--- src/rtl/gate_truth_tester.sv ---
// Exhaustive truth-table checker for a single-output combinational gate: walks every input vector,
// samples the gate after a settle interval and compares it against a latched table. Optional: GATE_TRUTH_TESTER_LOG_EN.
module gate_truth_tester #(
    parameter int N_INPUTS = 2,
    parameter int SETTLE   = 1
) (
    input  logic                       clk,
    input  logic                       reset,
    input  logic                       start,
    input  logic [(2**N_INPUTS)-1:0]   expected,
    input  logic                       dut_out,
    output logic [N_INPUTS-1:0]        dut_in,
    output logic                       busy,
    output logic                       done,
    output logic                       pass,
    output logic [N_INPUTS:0]          err_count,
    output logic [N_INPUTS-1:0]        first_fail,
    output logic                       fail_valid
);

    localparam int NVEC = 2**N_INPUTS;
    localparam logic [N_INPUTS-1:0] VEC_LAST   = {N_INPUTS{1'b1}};
    localparam logic [N_INPUTS-1:0] VEC_ONE    = N_INPUTS'(1'b1);
    localparam logic [N_INPUTS:0]   ERR_ONE    = (N_INPUTS+1)'(1'b1);
    localparam logic [3:0]          SETTLE_CNT = 4'(SETTLE);
    localparam logic [3:0]          CNT_ONE    = 4'd1;

    typedef enum logic [1:0] {
        S_IDLE   = 2'd0,
        S_SETTLE = 2'd1,
        S_SAMPLE = 2'd2,
        S_DONE   = 2'd3
    } state_t;

    state_t                state_r, state_nxt_s;
    logic [NVEC-1:0]       exp_r, exp_nxt_s;
    logic [N_INPUTS-1:0]   vec_r, vec_nxt_s;
    logic [3:0]            cnt_r, cnt_nxt_s;
    logic [N_INPUTS:0]     err_r, err_nxt_s, err_upd_s;
    logic [N_INPUTS-1:0]   ff_r, ff_nxt_s;
    logic                  fv_r, fv_nxt_s;
    logic                  pass_r, pass_nxt_s;
    logic                  busy_r, busy_nxt_s;
    logic                  done_r, done_nxt_s;
    logic                  mismatch_s;
    logic                  last_vec_s;

    assign mismatch_s = dut_out ^ exp_r[vec_r];
    assign last_vec_s = (vec_r == VEC_LAST);
    assign err_upd_s  = mismatch_s ? (err_r + ERR_ONE) : err_r;

    // State register
    always_ff @(posedge clk or posedge reset) begin
        if (reset) begin
            state_r <= S_IDLE;
        end else begin
            state_r <= state_nxt_s;
        end
    end

    // Next-state decode
    always_comb begin
        state_nxt_s = state_r;
        case (state_r)
            S_IDLE: begin
                if (start) state_nxt_s = S_SETTLE;
                else       state_nxt_s = S_IDLE;
            end
            S_SETTLE: begin
                if (cnt_r == 4'd0) state_nxt_s = S_SAMPLE;
                else               state_nxt_s = S_SETTLE;
            end
            S_SAMPLE: begin
                if (last_vec_s) state_nxt_s = S_DONE;
                else            state_nxt_s = S_SETTLE;
            end
            S_DONE:  state_nxt_s = S_IDLE;
            default: state_nxt_s = S_IDLE;
        endcase
    end

    // Next values of the registered datapath and outputs
    always_comb begin
        exp_nxt_s  = exp_r;
        vec_nxt_s  = vec_r;
        cnt_nxt_s  = cnt_r;
        err_nxt_s  = err_r;
        ff_nxt_s   = ff_r;
        fv_nxt_s   = fv_r;
        pass_nxt_s = pass_r;
        busy_nxt_s = busy_r;
        done_nxt_s = 1'b0;
        case (state_r)
            S_IDLE: begin
                if (start) begin
                    exp_nxt_s  = expected;
                    vec_nxt_s  = '0;
                    cnt_nxt_s  = SETTLE_CNT;
                    err_nxt_s  = '0;
                    ff_nxt_s   = '0;
                    fv_nxt_s   = 1'b0;
                    pass_nxt_s = 1'b0;
                    busy_nxt_s = 1'b1;
                end else begin
                    busy_nxt_s = 1'b0;
                end
            end
            S_SETTLE: begin
                if (cnt_r != 4'd0) cnt_nxt_s = cnt_r - CNT_ONE;
                else               cnt_nxt_s = cnt_r;
            end
            S_SAMPLE: begin
                err_nxt_s = err_upd_s;
                if (mismatch_s && !fv_r) begin
                    ff_nxt_s = vec_r;
                    fv_nxt_s = 1'b1;
                end else begin
                    ff_nxt_s = ff_r;
                    fv_nxt_s = fv_r;
                end
                // Result is published on the same edge that enters DONE so done and pass line up.
                if (last_vec_s) begin
                    busy_nxt_s = 1'b0;
                    done_nxt_s = 1'b1;
                    pass_nxt_s = (err_upd_s == '0);
                end else begin
                    vec_nxt_s = vec_r + VEC_ONE;
                    cnt_nxt_s = SETTLE_CNT;
                end
            end
            S_DONE:  done_nxt_s = 1'b0;
            default: done_nxt_s = 1'b0;
        endcase
    end

    // Datapath and output registers
    always_ff @(posedge clk or posedge reset) begin
        if (reset) begin
            exp_r  <= '0;
            vec_r  <= '0;
            cnt_r  <= 4'd0;
            err_r  <= '0;
            ff_r   <= '0;
            fv_r   <= 1'b0;
            pass_r <= 1'b0;
            busy_r <= 1'b0;
            done_r <= 1'b0;
        end else begin
            exp_r  <= exp_nxt_s;
            vec_r  <= vec_nxt_s;
            cnt_r  <= cnt_nxt_s;
            err_r  <= err_nxt_s;
            ff_r   <= ff_nxt_s;
            fv_r   <= fv_nxt_s;
            pass_r <= pass_nxt_s;
            busy_r <= busy_nxt_s;
            done_r <= done_nxt_s;
        end
    end

    assign dut_in     = vec_r;
    assign busy       = busy_r;
    assign done       = done_r;
    assign pass       = pass_r;
    assign err_count  = err_r;
    assign first_fail = ff_r;
    assign fail_valid = fv_r;

`ifdef GATE_TRUTH_TESTER_LOG_EN
    // Simulation trace of each sampled vector and the final verdict
    always @(posedge clk) begin
        if (!reset && state_r == S_SAMPLE)
            $display("gate_truth_tester: vec=%0d dut_out=%b expected=%b", vec_r, dut_out, exp_r[vec_r]);
        if (!reset && state_r == S_DONE)
            $display("gate_truth_tester: %s err_count=%0d", pass_r ? "PASS" : "FAIL", err_r);
    end
`endif

endmodule
--- config.mk ---
export PLATFORM = sky130hd
export DESIGN_NAME = gate_truth_tester
export DESIGN_NICKNAME = d
export VERILOG_FILES = /design/src/rtl/gate_truth_tester.sv
export SDC_FILE = /design/constraint.sdc
export NUM_CORES = 1
export LEC_CHECK = 0
export CORE_ASPECT_RATIO = 1.5
export CORE_MARGIN = 5
export CORE_UTILIZATION = 45
export CTS_CLUSTER_DIAMETER = 120
export DETAILED_ROUTE_END_ITERATION = 10
export PLACE_DENSITY = 0.72
export REMOVE_ABC_BUFFERS = 1
export SLEW_MARGIN = 25
export SYNTH_ARGS = -nofsm -noshare
export SYNTH_HDL_FRONTEND = slang
export SYNTH_SLANG_ARGS = --single-unit
--- constraint.sdc ---
create_clock -name clk -period 2 [get_ports clk]
set_input_delay 0.5 -clock clk [delete_from_list [all_inputs] [get_ports clk]]
set_output_delay 0.5 -clock clk [all_outputs]
set_load 0.01 [all_outputs]
# After elaboration in Yosys (flattened, before gate mapping)
# Cells that the tools add are included.
[totals] regBits=21 in_bits=8 output_inout_bits=11 word_cells=67
[classes] add_sub_neg=3 n_lt_le_gt_ge=1 eq_ne=9 n_mux=28 bitwise=1 reduce_logical=15
[op_table] cell="$mux 4" count=3
[op_table] cell="$pmux 4 s3" count=1
[op_table] cell="$mux 2" count=5
[op_table] cell="$ne 2x2->1 const B" count=5
[op_table] cell="$mux 1" count=9
[op_table] cell="$reduce_and 3->1" count=3
[op_table] cell="$pmux 2 s2" count=2
[op_table] cell="$pmux 2 s4" count=1
[op_table] cell="$eq 2x2->1 const B" count=3
[op_table] cell="$mux 3" count=2
[op_table] cell="$pmux 1 s2" count=3
[op_table] cell="$pmux 3 s2" count=1
[op_table] cell="$reduce_and 2->1" count=3
[op_table] cell="$logic_not 4->1" count=1
[op_table] cell="$reduce_and 4->1" count=1
[op_table] cell="$reduce_bool 4->1" count=1
[op_table] cell="$sub 4x1->4 const B" count=1
[op_table] cell="$add 3x1->3 const B" count=1
[op_table] cell="$logic_not 3->1" count=1
[op_table] cell="$lt 2x3->1 const B" count=1
[op_table] cell="$reduce_bool 3->1" count=1
[op_table] cell="$add 2x1->2 const B" count=1
[op_table] cell="$bmux 1 s2" count=1
[op_table] cell="$eq 2x1->1 const B" count=1
[op_table] cell="other kinds (5)" count=5

# Longest topological paths before layout
# Gate-level depths: netlist (run 1).
[logic_depth] word_depth=7 ltp_mapped=6 depth_no_buf=6

# Least setup slack after synthesis (run 1)
# Ideal clock, no wire load.
[synth_timing] path_kind="register to register" start="register vec_r[0], in the netlist dut_in[0]" end="register err_r[0], in the netlist err_count[0]" setup_ps=121 arrival_time_ps=1785 t_required_ps=1879 setup_slack_ps=94 path_stages_with_launch=5 path_buffers=0 synth_period_minus_slack_ps=1906 path_cell_list="dfrtp_1 -> mux4_2 -> xor2_2 -> mux2_4 -> a22o_1"
[synth_via] elab_chain_len=5
[synth_lines] item="start, declared" line="37" rtl="logic [N_INPUTS-1:0] vec_r, vec_nxt_s;"
[synth_lines] item="start signal, assigned" line="150" rtl="vec_r <= vec_nxt_s;"
[synth_lines] item="$bmux 1 s2" line="48" rtl="assign mismatch_s = dut_out ^ exp_r[vec_r];"
[synth_lines] item="$mux 1 (implied by the code)" line="48"
[synth_lines] item="$xor 1x1->1" line="48"
[synth_lines] item="$mux 3" line="50" rtl="assign err_upd_s = mismatch_s ? (err_r + ERR_ONE) : err_r;"
[synth_lines] item="$pmux 3 s2" line="93" rtl="case (state_r)"
[synth_lines] item="end signal, assigned" line="152" rtl="err_r <= err_nxt_s;"
[synth_lines] item="end, declared" line="39" rtl="logic [N_INPUTS:0] err_r, err_nxt_s, err_upd_s;"
# No other way between the ends. The select of a mux whose other input is x is not followed.
# A chain may end at the register's enable or synchronous reset.

# Worst setup path after layout (run 1)
# Ends and elaborated chain as after synthesis.

==> run summary, run 1 <==
In this run the number of H-tree levels came out at 1. The maximum fanout count along the critical path came out at 6. The worst flop-to-flop path startpoint is dut_in[0].

The accumulated negative setup slack is 0 ps. After global routing, the most crowded layer is met2. Buffers inserted to repair hold after CTS numbered 0. Dividing the detail-routed wire length by the instance count gives between 10 and 15 µm. Max-cap violations in this run came to 0. Summed over all layers, the routed wires come to approximately 2300 µm.

The number of ports placed on the die boundary is 19. CTS saw 21 sinks. The die span in y came out at between 70 and 80 µm.

Dividing total power by cell area gives a power density of approximately 1300 nW/µm². Compared with the post-synthesis result, the final layout area differs by 26.7%. In the finished design, the share of the clock period the worst path needs comes to 0.948.

The global-route track usage on met2 is 0.236. The number of warnings reported in the yosys synthesis log is 0. The power share of the combinational group is 0.497. The total congestion overflow came out at 0. At the end of routability-driven placement, the weighted congestion stood at roughly 0.77.

The area inside the core boundary is about 2400 µm². STA classifies the critical path endpoint as a flip-flop. For this run, global-route usage on met1 was measured as 0.175. The utilization after layout came out at 0.581. The via count of the first global-routing pass was about 900. On the final layout, the worst hold slack is slightly above 500 ps. The netlist uses 34 different library cells.

The clock latency on the worst-skew pair is 300 ps. Internal power comes to ~1.1 mW. After detailed routing, the number of remaining DRC violations is 0. STA puts the critical path data required time at ~2200 ps. TritonCTS built the clock tree. The number of flip-flops and latches in the synthesized netlist is 21.

During placement, the flow inserted port buffers numbering 18. The CTS clock-pin slew for the worst setup and hold paths came out at around 120 ps. The die outline width came out at roughly 50 µm.

The share of total power in sequential cells came out at 0.387. For the pin with the worst max-slew slack, the measured transition is approximately 490 ps. The area of the mapped netlist is 1100 µm². In the final layout, the share of cells above drive strength 1 is 0.195. The library cells used most frequently in the layout, excluding fill and tap cells, are 21 x sky130_fd_sc_hd__dfrtp_1, 18 x sky130_fd_sc_hd__clkdlybuf4s50_1, 9 x sky130_fd_sc_hd__buf_4. The category of the most critical setup path is reg -> reg. The run finished with clean final reports.

The share of power burned in the clock network is 0.116. The number of setup violations in the final report is 0. The clock buffer count from CTS is 3. The arrival time of data at the critical path endpoint is between 2000 and 2500 ps. The post-route antenna net violation count is 0.

The met3 routing resource usage after global routing came out at 0.0277. The first-pass detailed-route iteration total came out at 4. For this run, the total global-route usage over all layers was measured as 0.144. The static leakage power is approximately 0.64 nW. The library cell used most frequently in the layout, excluding fill and tap cells, is sky130_fd_sc_hd__dfrtp_1.

The peak supply drop came out at ~0.00083 V. 0 antenna diodes ended up in the layout. The final critical delay including setup and external delays came out at 1900 ps. The number of antenna violations at the first check in global routing came out at 0. The count of instances resized after the clock tree is built came out at 0. The number of rows in the core area is 22.

The mean post-synth cell area is 11.0 µm². The net switching share of the total power is 0.375. The post-place instance area is 1370 µm². The total power of the final layout came out at ~1.8 mW. The final clock skew is between 3 and 4 ps. The maximum number of pins on one net before global-route repair is 22.

The final count of hold timing violations came out at 0. The final max-slew violation count is 0. The number of cells on the worst reg-to-reg path is 4. The area of all placed cells without fillers is 1390 µm². In this run the tightest slew margin relative to its limit is 0.673. In this run the clock root is driven by a sky130_fd_sc_hd__clkbuf_4.

The net count of the finished layout is between 100 and 150. The maximum number of buffers from clock root to sink is 2. The wire length of the first global-routing pass came out at 4040 µm. The starting DRC count in detailed routing came out at 10. The number of instances in the synthesized netlist came out at 100. The kind of launch point of the worst setup path is a flip-flop. The endpoint identified for the worst register-to-register timing path is err_count[0]. In this run the register-to-register setup slack is between 100 and 150 ps. The routed via count divided by cell count came out at roughly 5.6. The min-delay analysis places its worst path in the category in -> async. Detailed placement finished with a half-perimeter wire length of 1770 µm. The buffers inserted during post-CTS setup optimization came out at 0.

Setup repair after global routing left no endpoint under its margin. For this configuration, the core starts out at a cell density of 0.459. The die covers between 3000 and 4000 µm². Based on the critical path, the design can be clocked at up to between 500 and 600 MHz. The register area share after synthesis came out at 0.478. The number of vias in the routed layout came out at around 860. The net load switching power came out at about 670 µW.
-- registers in the layout, indices dropped and copies added (netlist names) --
| name | count |
|---|---|
| busy | 1 |
| cnt_r | 4 |
| done | 1 |
| dut_in | 2 |
| err_count | 3 |
| exp_r | 4 |
| fail_valid | 1 |
| first_fail | 2 |
| pass | 1 |
| state_r | 2 |
-- critical path, cell delays in order, from the launching register on --
cell and delay (ps):
sky130_fd_sc_hd__dfrtp_1 500, sky130_fd_sc_hd__mux4_2 570, sky130_fd_sc_hd__xor2_2 220, sky130_fd_sc_hd__mux2_4 320
sky130_fd_sc_hd__a22o_1 190
-- Yosys cell counts, drive strengths merged --
library cell,n,area [µm²]
ha,3,37.5
a21o,2,15.0
a21oi,5,25.0
o21ai,4,20.0
dfrtp,21,526
nand2b,4,25.0
o31ai,1,7.51
o22ai,1,6.26
nor3,1,5.00
and3b,1,8.76
nor3b,1,7.51
a32o,1,10.0
clkbuf,3,11.3
a2111oi,1,15.0
a21boi,1,7.51
mux2i,1,10.0
nand3b,1,7.51
nand4,1,6.26
a22o,4,36.3
nor2b,5,31.3
nand2,7,26.3
mux4,1,22.5
xnor2,3,26.3
o211ai,1,7.51
a211oi,2,15.0
a21bo,1,10.0
or3,1,6.26
o21bai,2,15.0
mux2,8,93.8
inv,4,15.0
xor2,1,16.3
nor2,7,26.3
-- power groups by stage --
stage | registers, mW | clock network (mW) | logic, mW
final | 0.695 | 0.208 | 0.891
after global routing | 0.722 | 0.239 | 0.982
after CTS | 0.698 | 0.215 | 0.900
after detailed placement | 0.707 | 0 | 0.895
after global placement | 0.699 | 0 | 0.872
after floorplan | 0.700 | 0 | 0.564
-- cell type report --
type / count / area, µm²
well taps: 24 / 30.0
inverters: 4 / 15.0
multi-input cells: 72 / 547
flip-flops and latches: 21 / 526
repair buffers: 27 / 248
fillers: 204 / 1000
clock buffers: 4 / 26.3
-- worst max path at each step --
stage,startpoint,endpoint,cells past startpoint
2_1_floorplan,dut_in[0],err_count[0],4
3_3_place_gp,dut_in[0],err_count[0],4
3_5_place_dp,start,cnt_r[2],5
4_1_cts,dut_in[0],dut_in[0],1
5_1_grt,dut_in[0],err_count[0],4
6_report,dut_in[0],err_count[0],4
-- per-stage QoR --
step	setup WS [ps]	cells
2_1_floorplan	93.8	97
3_3_place_gp	137	148
5_1_grt	36.8	152
6_report	104	152
4_1_cts	79.5	152
3_5_place_dp	61.7	148
-- kinds of logic after synthesis --
group	count (synthesis)	synth area share
mux	10	0.115
compound gates	26	0.173
flops	21	0.478
buf+inv	7	0.0239
xor+xnor	4	0.0387
fa+ha+maj	3	0.0342
simple gates	29	0.137
-- metal layers --
metal / routed length, µm / vias up
li1: - / 418
met1: 931 / 420
met2: 1230 / 14
met3: 69 / 4
met4: 45 / 0
met5: 0 / -
(Power assumes the default switching activity.)
==> run 2: changes to the inputs <==
Settings changed: RECOVER_POWER set to 50.
==> run 2 against run 1 <==
Effect of this change: clock power hardly changed; sequential share of layout area rose by 0.41 points; final cell count unchanged; total power decreased by 0.95%; clock skew rose by 2.2 ps; sequential power barely moved; global-route usage unchanged; first-iteration DRC count shrank 10%; critical path depth unchanged; core utilization shrank 0.63 points.
==> run summary, run 2 (synthesized netlist as in run 1, its figures left out) <==
Result of the run: finished clean (unchanged). The clock latency on the worst-skew pair is 300 ps (about the same). The max-capacitance violation count is 0 (unchanged).

The final critical delay including setup and external delays is 1900 ps (about the same). The maximum fanout count along the critical path came to 6 (unchanged). The final clock skew came to 6.09 ps (was 3.92 ps).

The sink count of the clock tree came out at 21 (unchanged). The placed wire-length estimate after detailed placement was 1770 µm (unchanged). The worst setup slack after layout came out at 104 ps (about the same). The maximum number of buffers from clock root to sink is 2 (unchanged). The root buffer selected by CTS is sky130_fd_sc_hd__clkbuf_4 (unchanged).

The worst hold slack is 510 ps (was 505 ps). The number of ports placed on the die boundary came to 19 (unchanged). The die outline width came out at 50.3 µm (unchanged).

The global router's overall resource usage is 0.144 (unchanged). RSZ-0062 raised after global routing: false (unchanged). The area inside the core boundary came out at 2390 µm² (unchanged). The initial cell density of the core is 0.459 (unchanged). The pre-CTS setup slack is 61.7 ps (unchanged). The number of cells on the worst reg-to-reg path came to 4 (unchanged). The detailed-route wire length is 2270 µm (was 2280 µm). The kind of launch point of the worst setup path was a flip-flop (unchanged). The starting DRC count in detailed routing is 9 (was 10). The family with the most delay on the worst path is multiplexers (unchanged). The type of the tightest min-delay check is reg -> reg (was in -> async). The clock buffer count from CTS was 3 (unchanged).

The worst slew slack as a fraction of its limit came to 0.237 (was 0.673). The CTS clock-pin slew for the worst setup and hold paths came to 120 ps (about the same). The largest stage delay on the critical path was 570 ps (about the same). The number of antenna cells inserted came to 0 (unchanged). The utilization after layout is 0.575 (was 0.581). The area added between synthesis and finish was 25.3% (was 26.7%).

The static leakage power came out at 0.629 nW (was 0.644 nW). The required time at the endpoint of the critical path is 2200 ps (about the same). The number of setup violations in the final report is 0 (unchanged). CP cell instances: mux4_2 > xor2_2 > mux2_4 > a22o_1 (unchanged).

The wire length of the first global-routing pass was 4040 µm (unchanged). The number of antenna violations at the first check in global routing came to 0 (unchanged). The fraction of final layout cells with drive strength greater than 1 came out at 0.164 (was 0.195). The peak supply drop came out at 0.000763 V (was 0.000828 V). The wire length per cell after detailed routing came out at 14.9 µm (was 15.0 µm). The count of hold buffers inserted by post-cts repair came to 0 (unchanged). The via count of the first global-routing pass came out at 895 (unchanged). The total power of the final layout is 1.78 mW (was 1.79 mW). The count of placed standard cells including taps is 148 (unchanged). The worst setup path startpoint is dut_in[0] (unchanged). The post-place instance area came to 1370 µm² (unchanged). The cell with the largest stage delay on the worst path is sky130_fd_sc_hd__mux4_2 (unchanged).

The buffers inserted during post-CTS setup optimization is 0 (unchanged). The number of rows in the core area came out at 22 (unchanged). The number of remaining DRC errors came out at 0 (unchanged). The buffering stage count on the worst path with inverters included is 0 (unchanged). The achievable clock frequency is 528 MHz (was 527 MHz). The category of the most critical setup path was reg -> reg (unchanged). The worst flop-to-flop path startpoint was dut_in[0] (unchanged). The maximum number of pins on one net before global-route repair is 22 (unchanged). The count of instances resized after the clock tree is built was 0 (unchanged). The arrival time of data at the critical path endpoint is 2090 ps (about the same). The number of buffers added on ports is 18 (unchanged). The total congestion overflow came out at 0 (unchanged).

The area of all placed cells without fillers came out at 1380 µm² (was 1390 µm²). The nature of the critical path endpoint is a flip-flop (unchanged). The most common library cell in the layout ignoring fill and taps is sky130_fd_sc_hd__dfrtp_1 (unchanged). The final max-slew violation count is 0 (unchanged). The portion of the clock cycle consumed by the worst path in the final layout is 0.948 (about the same).

The level count of the clock H-tree came to 1 (unchanged). The number of vias in the routed layout is 858 (was 856). The global placement routability congestion came out at 0.769 (unchanged). The routed via count divided by cell count came out at 5.64 (was 5.63). The startpoint identified for the worst hold timing path is busy. The first-pass detailed-route iteration total came out at 3 (was 4).

Counting instances, the worst hold path has a depth of 1. The transition time of the tightest slew-check pin is 1140 ps (was 489 ps). The logic depth of the worst setup path including buffers came out at 4 (unchanged). The power density over the cells is 1290 nW/µm² (about the same). The final count of hold timing violations came out at 0 (unchanged). The post-layout net count is 140 (unchanged).

The die span in y came out at 70.5 µm (unchanged). The accumulated negative setup slack came out at 0 ps (unchanged). The area of the die is 3550 µm² (unchanged). Highest-count cells in the layout ignoring fill and taps: 21 x sky130_fd_sc_hd__dfrtp_1, 16 x sky130_fd_sc_hd__clkdlybuf4s50_1, 7 x sky130_fd_sc_hd__nor2_1, 7 x sky130_fd_sc_hd__nand2_1, 7 x sky130_fd_sc_hd__mux2_2 (was 21 x sky130_fd_sc_hd__dfrtp_1, 18 x sky130_fd_sc_hd__clkdlybuf4s50_1, 9 x sky130_fd_sc_hd__buf_4). The TritonCTS clock tree was built (unchanged). The post-route antenna net violation count is 0 (unchanged).

The final cell count without fillers is 152 (unchanged).
-- run 2: cell count changes in the layout (fill, tap and decap cells not counted), sizes merged --
cell           previous run  this run
clkbuf                    4         8
dlygate4sd3               0         2
clkdlybuf4s50            18        16
buf                       9         5
-- run 2: worst paths after layout --
kind                                      to  slack [ps]
max in group asynchronous           cnt_r[3]         340
worst max-delay path            err_count[0]         100
worst min register to register          busy         510
worst max register to register  err_count[0]         100
min in group asynchronous           exp_r[0]         980
worst min-delay path                    busy         510
-- run 2: report_power, final --
group          switching (mW)  internal [mW]  leakage [nW]
combinational           0.406          0.468         0.342
clock                   0.132         0.0777        0.0150
sequential              0.133          0.561         0.272
total                   0.671           1.11         0.629
-- run 2: metal layers --
layer | part of all wire | global-route usage | wire length, µm | vias to the layer above
met2 | 0.54 | 0.236 | 1230 | 14
met5 | 0 | 0 | 0 | -
met4 | 0.020 | 0.0710 | 45 | 0
met3 | 0.030 | 0.0277 | 69 | 4
li1 | - | - | - | 418
met1 | 0.41 | 0.175 | 926 | 422
-- run 2: cell type report --
cell class	instances	area, µm²
Multi-Input combinational cell	72	547
Timing Repair Buffer	27	233
Clock buffer	4	26.3
Inverter	4	15.0
Sequential cell	21	526
Tap cell	24	30.0
Fill cell	208	1020
==> RTL change (config.mk and constraints of run 2) <==
Set the parameter `N_INPUTS` to 1 (it was 2).
--- a/src/rtl/gate_truth_tester.sv
+++ b/src/rtl/gate_truth_tester.sv
@@ -3,3 +3,3 @@
 module gate_truth_tester #(
-    parameter int N_INPUTS = 2,
+    parameter int N_INPUTS = 1,
     parameter int SETTLE   = 1
Ports: changed (resized dut_in, err_count, expected and first_fail); port bits go from 19 to 14. No check against the original RTL was run, so the function may have changed too.
==> RTL change against run 2 <==
  * Via count is 23% lower
  * Synthesized area down 27%
  * Power shrank 26%
  * Count of clock-buffer cells in the layout is 1 lower
  * Sequential power down 16%
  * Worst setup slack improved by 65 ps
  * Sequential cell count decreased by 5
  * Wire length is 30% lower
  * Final area fell by 29%
  * Critical path type is now reg -> out
  * Critical endpoint is now err_count[0]
==> RTL change: results (changes against run 2) <==
Status
  • Status: complete, no violations

Final layout
  • Final core utilization: 58.9% (+1.5 points)
  • Layout cells sized above 1: 6.86% (-9.5 points)
  • Biggest register: cnt_r
  • Fin nets: 112 (-20%)
  • Number of fill cells in the layout: 163 (-22%)

Global route
  • Routing usage on met3: 2.59% (-0.18 points)
  • Tot GR Track Use: 14.0% (-0.37 points)
  • Initial antenna violation count: 0 (unchanged)
  • Largest net degree at the start of global routing: 17 (-23%)
  • Routing usage on met1: 15.3% (-2.2 points)
  • First-pass GRT wire length: 2790 µm (-31%)
  • Met2 global-route usage: 23.8% (+0.18 points)
  • Vias in the first global route: 665 (-26%)

Critical path
  • CP top delay family: buffers and inverters
  • Largest fanout on the critical path: 8 (+2)
  • R2r endpoint: cnt_r[1]$_DFFE_PP0P_
  • Slowest cell on crit path: clkdlybuf4s50_1
  • Worst reg2reg path startpoint: cnt_r[0]$_DFFE_PP0P_
  • Reg2Reg Depth: 6 (+2)
  • Crit path largest cell delay: 580 ps
  • Worst reg-to-reg setup slack: 350 ps (+250 ps)
  • Critical path arrival: 1330 ps (-760 ps)

Power
  • Cell Int Power: 0.000805 W (-27%)
  • Static leakage: 0.461 nW (-27%)
  • Peak VDD IR: 0.000667 V (-13%)

Drt
  • Highest layer used for signal routing: met4
  • Initial DRC count: 11 (+2)
  • Detailed Route WL: 1600 µm (-30%)
  • Vias per inst: 5.39 (-4.6%)
  • Met2 routed WL: 854 µm (-31%)
  • Met3 WL: 68 µm (-1.4%)
  • 1st-pass router iterations: 4 (+1)
  • M1 wire length: 658 µm (-29%)

STA
  • Worst hold slack: 512 ps (+1.67 ps)
  • Clk_skew: 3.33 ps (-2.75 ps)
  • Slew headroom: 61.4% (+38 points)

Yosys
  • Ys async rst share: 100% (unchanged)
  • Seq/Total Area, Yosys: 49.7% (+1.9 points)
  • Commonest cells in the synthesized netlist: dfrtp_1 (16), a21oi_1 (9), nand2_1 (9)
  • Cell variety after synth: 25 (-26%)
  • Dominant cells by area after synthesis: dfrtp_1 (50%), a21oi_1 (5.6%), o21ai_0 (5.0%)

Placement
  • HPWL after detailed placement: 1250 µm (-29%)
  • Post-Place Worst Slack: 156 ps (+94.6 ps)
  • Routability Congestion: 0.794 (+3.2%)
  • Post-DP Area: 960 µm² (-30%)
  • PortBufs: 13 (-5)

Clock tree
  • Clock Latency Late Sink: 280 ps (-20 ps)
  • Clock root buffer master: clkbuf_4
  • Clk slew on worst S/H paths: 90 ps (-30 ps)

Worst hold path
  • Min-delay src: cnt_r[0]$_DFFE_PP0P_
  • Worst Hold Path EP: cnt_r[0]$_DFFE_PP0P_
-- RTL change: power groups by stage --
| stage | Clock, W | Combinational [W] | Sequential (W) |
|---|---|---|---|
| 6_report | 0.000161 | 0.000562 | 0.000586 |
| 2_1_floorplan | 0 | 0.000358 | 0.000582 |
| 5_1_grt | 0.000185 | 0.000643 | 0.000604 |
| 3_3_place_gp | 0 | 0.000553 | 0.000584 |
| 4_1_cts | 0.000165 | 0.000574 | 0.000586 |
| 3_5_place_dp | 0 | 0.000574 | 0.000592 |
-- RTL change: worst max path at each step --
stage                                       to  cells past startpoint  slack (ps)                     start
after floorplan           cnt_r[3]$_DFFE_PP0P_                      4         540      state_r[1]$_DFF_PP0_
after global placement    exp_r[0]$_DFFE_PP0P_                      4         170                     start
after detailed placement  exp_r[0]$_DFFE_PP0P_                      4         160                     start
after CTS                         err_count[0]                      1         170  err_count[0]$_DFFE_PP0P_
after global routing              err_count[0]                      1         110  err_count[0]$_DFFE_PP0P_
final                             err_count[0]                      1         170  err_count[0]$_DFFE_PP0P_
-- RTL change: logic make-up after synthesis --
| group | share of synthesized area, % |
|---|---|
| and+or+nand+nor | 21.1 |
| buffers and inverters | 4.81 |
| adders and majority gates | 3.11 |
| DFF | 49.7 |
| muxes | 5.28 |
| AOI/OAI and AO/OA | 14.9 |
| xor gates and xnor gates | 1.09 |
-- RTL change: cell type report --
type | instances | share of cell area, %
clock buffers | 3 | 2.29
flip-flops and latches | 16 | 40.8
inverters | 8 | 3.06
repair buffers | 14 | 14.0
multi-input cells | 61 | 37.3
well taps | 20 | 2.55
-- RTL change: stage by stage --
step	total power, W	cells
3_3_place_gp	0.00114	119
5_1_grt	0.00143	122
3_5_place_dp	0.00117	119
6_report	0.00131	122
2_1_floorplan	0.000940	85
4_1_cts	0.00132	122
